==> src/rtl/race_controller.sv <==
// rtl/race_controller.sv - Race game sequencer: lobby, countdown, race, finish hold and lane clear.
module race_controller #(
  parameter int MAX_POS         = 16,
  parameter int NB_PLAYERS      = 4,
  parameter int LOBBY_CYCLES    = 50_000_000,
  parameter int STEP_CYCLES     = 50_000_000,
  parameter int WIN_HOLD_CYCLES = 150_000_000,
  localparam int W = $clog2(MAX_POS)
) (
  input  logic                       clk,
  input  logic                       reset_n,
  input  logic [NB_PLAYERS-1:0]      ready_to_play,
  input  logic [NB_PLAYERS*W-1:0]    cur_pos,
  input  logic [NB_PLAYERS-1:0]      activity,
  output logic [1:0]                 current_screen,
  output logic                       players_reset,
  output logic [1:0]                 countdown,
  output logic [NB_PLAYERS-1:0]      winner,
  output logic                       any_activity
);

  localparam int LW = (LOBBY_CYCLES > 1) ? $clog2(LOBBY_CYCLES) : 1;
  localparam int SW = (STEP_CYCLES > 1) ? $clog2(STEP_CYCLES) : 1;
  localparam int HW = (WIN_HOLD_CYCLES > 1) ? $clog2(WIN_HOLD_CYCLES) : 1;

  localparam logic [1:0] SCR_LOBBY     = 2'b00;
  localparam logic [1:0] SCR_COUNTDOWN = 2'b11;
  localparam logic [1:0] SCR_RACE      = 2'b01;
  localparam logic [1:0] SCR_FINISH    = 2'b10;

  typedef enum logic [2:0] {S_LOBBY, S_COUNTDOWN, S_RACE, S_FINISH, S_CLEAR} state_t;

  state_t                state;
  logic [NB_PLAYERS-1:0] ready_q;
  logic [NB_PLAYERS-1:0] finished;
  logic [NB_PLAYERS-1:0] first_finished;
  logic [LW-1:0]         lobby_timer;
  logic [SW-1:0]         step_timer;
  logic [HW-1:0]         hold_timer;
  logic                  ready_rise;

  assign ready_rise = |(ready_to_play & ~ready_q);

  // Descending scan so the lowest finished lane wins a simultaneous finish.
  always_comb begin
    finished       = '0;
    first_finished = '0;
    for (int i = 0; i < NB_PLAYERS; i++)
      finished[i] = ready_to_play[i] && (cur_pos[i*W +: W] == W'(MAX_POS - 1));
    for (int i = NB_PLAYERS - 1; i >= 0; i--) begin
      if (finished[i]) begin
        first_finished    = '0;
        first_finished[i] = 1'b1;
      end
    end
  end

  always_ff @(posedge clk or negedge reset_n) begin
    if (!reset_n) begin
      state          <= S_CLEAR;
      current_screen <= SCR_LOBBY;
      countdown      <= 2'd0;
      winner         <= '0;
      any_activity   <= 1'b0;
      players_reset  <= 1'b1;
      lobby_timer    <= '0;
      step_timer     <= '0;
      hold_timer     <= '0;
      ready_q        <= '0;
    end else begin
      ready_q       <= ready_to_play;
      any_activity  <= |activity;
      players_reset <= 1'b0;
      case (state)
        S_LOBBY: begin
          current_screen <= SCR_LOBBY;
          if (ready_rise || ready_to_play == '0) begin
            lobby_timer <= '0;
          end else if (lobby_timer == LW'(LOBBY_CYCLES - 1)) begin
            state          <= S_COUNTDOWN;
            current_screen <= SCR_COUNTDOWN;
            countdown      <= 2'd3;
            step_timer     <= '0;
            lobby_timer    <= '0;
          end else begin
            lobby_timer <= lobby_timer + LW'(1);
          end
        end
        S_COUNTDOWN: begin
          if (ready_to_play == '0) begin
            state          <= S_LOBBY;
            current_screen <= SCR_LOBBY;
            countdown      <= 2'd0;
            step_timer     <= '0;
            lobby_timer    <= '0;
          end else if (step_timer == SW'(STEP_CYCLES - 1)) begin
            step_timer <= '0;
            if (countdown == 2'd1) begin
              state          <= S_RACE;
              current_screen <= SCR_RACE;
              countdown      <= 2'd0;
            end else begin
              countdown <= countdown - 2'd1;
            end
          end else begin
            step_timer <= step_timer + SW'(1);
          end
        end
        S_RACE: begin
          if (|finished) begin
            winner         <= first_finished;
            state          <= S_FINISH;
            current_screen <= SCR_FINISH;
            hold_timer     <= '0;
          end
        end
        S_FINISH: begin
          if (hold_timer == HW'(WIN_HOLD_CYCLES - 1)) begin
            state          <= S_CLEAR;
            current_screen <= SCR_LOBBY;
            winner         <= '0;
            players_reset  <= 1'b1;
            hold_timer     <= '0;
          end else begin
            hold_timer <= hold_timer + HW'(1);
          end
        end
        S_CLEAR: begin
          state          <= S_LOBBY;
          current_screen <= SCR_LOBBY;
          lobby_timer    <= '0;
          step_timer     <= '0;
          hold_timer     <= '0;
        end
        default: begin
          state          <= S_CLEAR;
          current_screen <= SCR_LOBBY;
          countdown      <= 2'd0;
          winner         <= '0;
          players_reset  <= 1'b1;
        end
      endcase
    end
  end

endmodule

==> config.mk <==
export PLATFORM = sky130hd
export DESIGN_NAME = race_controller
export DESIGN_NICKNAME = d
export VERILOG_FILES = /design/src/rtl/race_controller.sv
export SDC_FILE = /design/constraint.sdc
export NUM_CORES = 1
export LEC_CHECK = 0
export CORE_ASPECT_RATIO = 0.6
export CORE_MARGIN = 2
export CORE_UTILIZATION = 55
export CTS_CLUSTER_SIZE = 40
export DETAILED_ROUTE_END_ITERATION = 16
export PLACE_DENSITY_LB_ADDON = 0.12
export RECOVER_POWER = 25
export SETUP_SLACK_MARGIN = 0.1
export SKIP_LAST_GASP = 1
export SLEW_MARGIN = 20
export SYNTH_ARGS = -nofsm -noshare
export SYNTH_HDL_FRONTEND = slang
export SYNTH_SLANG_ARGS = --single-unit
==> constraint.sdc <==
create_clock -name clk -period 2.8 [get_ports clk]
set_clock_uncertainty 0.15 [all_clocks]
set_input_delay 0.56 -clock clk [delete_from_list [all_inputs] [get_ports clk]]
set_output_delay 0.56 -clock clk [all_outputs]
set_load 0.01 [all_outputs]
==> results by group <==
Routing
  • Final WL: roughly 14000 um
  • Drt drc: 0
  • Vias per cell: between 6 and 7
  • Final ANT Viol Nets: 0
  • Drt first pass iters: 5
  • Via count: 4927
  • DR iter-0 viols: approximately 480
  • Post-DR wirelength/cell: about 18 um

STA
  • Peak Freq: 0.384 GHz
  • Hold Violations, Final: 0
  • Final worst path period share: 0.930
  • Min Tclk post-route: 2.60 ns
  • RSZ-0062 raised after global routing: no
  • Worst hold margin: roughly 0.31 ns
  • Worst-Margin Slew: between 1 and 1.5 ns
  • Worst setup margin: 0.196 ns
  • Worst slew margin: 0.256
  • Max-slew violation count: 0
  • Setup Viol. Count Final: 0

Setup path
  • Critical path peak fanout: 6
  • Worst setup path category: in2reg
  • Top delay family on crit path: buffers and inverters
  • Worst Path Arrival: approximately 2.7 ns
  • Setup crit end kind: flip-flop
  • CP peak stage delay: about 0.61 ns
  • CP Buf/Inv Count: 3
  • CP required: approximately 2.9 ns
  • Crit-path most repeated cell: buf_4
  • Slowest CP cell: dlygate4sd3_1
  • Critical Path, Cell by Cell: dlygate4sd3_1 -> o41ai_4 -> buf_4 -> o31ai_4 -> nor4_1 -> buf_4 -> nand3_1 -> xor2_1 -> nor2_1
  • CP Launch Type: primary input

Outcome
  • Outcome: finished, final reports clean

Clock network
  • Post-CTS setup buffers: 0
  • CTS tree: yes
  • Clk sinks: 97
  • Clock insertion delay at the later pin of the skew report: ~0.35 ns
  • Max clock buf depth: 2
  • Root buffer cell: clkbuf_16
  • CTS H-tree depth: 3
  • CTS Buf Count: 9
  • Clock-pin slew on the worst setup and hold paths: about 0.060 ns

Cells and area
  • Layout cells sized above 1: 0.117
  • Fin nets: roughly 670
  • ANT cells: 0
  • Final non-filler cell total: approximately 780
  • P&R area growth vs syn: 20.5%

Floorplan
  • Core Box Area: roughly 9300 um2
  • IO Count: 36
  • Initial Util: 0.573
  • Die Ht: between 80 and 90 um
  • Site Rows: 27
  • Die width: ~130 um
  • DIE AREA: about 11000 um2

Synthesis
  • Synth Cell Area: 5330 um2
  • Synth top area cells: dfrtp_1, nand3_1, nor2_1
  • Mapped Cells: 579
  • Commonest cells in the netlist: dfrtp_1, nor2_1, nand3_1
  • Async SR Flop Fraction: 1.00
  • Proportion of synthesized chip area in sequential cells: 0.456
  • Post-synth EDFFs: 0
  • Net count after synthesis: 610
  • Main synth FF type: dfrtp_1
  • Synth Register Bits: between 90 and 100
  • Synth unique cells: 67
  • Yosys warns: 0
  • Syn_area_per_cell: about 9.2 um2
  • Synth area leader: dfrtp_1
  • Count leader, synth: dfrtp_1
  • Share of the synthesized area in the top cell type: 0.446

GRT
  • Total grt overflow: 0
  • Pin count of the biggest net entering global routing: between 40 and 50
  • Vias in the first global route: roughly 4700
  • Total Routing Usage GR: 0.290
  • Initial antenna violation count: 0
  • Global-route wire length before repair: ~23000 um

Power and ir drop
  • PwrDens: ~700 nW/um2
  • Leakage power: 2.67 nW
  • Worst VDD drop: 0.456 mV

Place
  • Post-Place Cells: 760
  • Hpwl dp: approximately 10000 um
  • Routability cong.: 0.923
  • Port bufs: 35
  • Place WS: -0.184 ns

Worst hold path
  • Hold Crit Class: in2reg

Flow run
  • Max cap viols: 0
-- final cells by class --
type | instances | area [um2]
Fill cell | 733 | 2870
Multi-Input combinational cell | 444 | 2790
Sequential cell | 97 | 2430
Timing Repair Buffer | 74 | 672
Clock buffer | 11 | 243
Tap cell | 130 | 163
Clock inverter | 5 | 62.6
Inverter | 16 | 60.1
-- worst register-to-register path, delay by kind of cell, from the launching register on --
kind | cells | cell delay (ns)
simple gates | 2 | 1.05
compound gates | 4 | 0.59
flops | 1 | 0.46
buf+inv | 1 | 0.18
-- worst paths after layout --
check | from | end | slack (ns) | cells after the start
setup / recovery | ready_to_play[3] | lobby_timer[15]$_DFFE_PN0P_ | 0.20 | 9
hold / removal | ready_to_play[1] | ready_q[1]$_DFF_PN0_ | 0.31 | 1
setup reg to reg | state[2]$_DFFE_PN1P_ | state[0]$_DFFE_PN0P_ | 0.26 | 7
hold reg to reg | step_timer[6]$_DFFE_PN0P_ | step_timer[6]$_DFFE_PN0P_ | 0.34 | 1
max in group asynchronous | reset_n | lobby_timer[6]$_DFFE_PN0P_ | 0.56 | 3
min in group asynchronous | reset_n | step_timer[3]$_DFFE_PN0P_ | 0.52 | 2
-- per-stage QoR --
stage | util | cell area [um2] | power [mW] | setup TNS [ns]
final | 0.691 | 6420 | 4.60 | 0
after global routing | 0.691 | 6420 | 4.87 | 0
after CTS | 0.688 | 6400 | 4.56 | 0
after detailed placement | 0.655 | 6080 | 3.29 | -5.66
after global placement | 0.655 | 6080 | 3.24 | -1.63
after floorplan | - | 5330 | 2.56 | 0
-- state kept, by name, summed over array words and instances (netlist names) --
name	flops
hold_timer	28
current_screen	2
players_reset	1
winner	4
any_activity	1
state	3
step_timer	26
ready_q	4
lobby_timer	26
countdown	2
-- logic make-up after synthesis --
logic type | share of synthesized area
buf+inv | 0.0303
fa+ha+maj | 0.0117
mux | 0.00611
simple gates | 0.282
compound gates | 0.157
flops | 0.456
xor+xnor | 0.0559
-- cell usage in the layout, fill, tap and decap left out, types with 13 or more instances in the layout --
cell type / n
and3_1: 19
nand4_1: 25
nor3_1: 24
dfrtp_1: 95
nand3_1: 49
o31ai_1: 13
a31oi_1: 16
nand2_1: 37
inv_1: 16
xor2_1: 17
xnor2_1: 17
o21ai_0: 28
clkdlybuf4s50_1: 30
buf_4: 35
nor2_1: 58
a21oi_1: 23
-- power by group --
part           internal, mW  leakage (nW)  switching (mW)  total, mW
combinational         0.726          1.21           0.979       1.71
sequential             1.51          1.31           0.117       1.63
clock                 0.722         0.142           0.541       1.26
total                  2.96          2.67            1.64       4.60
-- layer usage --
| metal | global-route usage | up-vias | part of all wire |
|---|---|---|---|
| li1 | - | 2277 | - |
| met1 | 0.442 | 2397 | 0.48 |
| met2 | 0.404 | 235 | 0.42 |
| met3 | 0.0726 | 18 | 0.087 |
| met4 | 0.0809 | 0 | 0.013 |
| met5 | 0 | - | 0 |
-- timing repair --
| item | 4_1_cts | 5_1_grt |
|---|---|---|
| endpoints found under the hold margin | 1 | 0 |
| resized for setup | 0 | 7 |
| hold buffers | 1 | 0 |
| endpoints found under the setup margin | 0 | 38 |
Power figures use the tool's default switching activity.
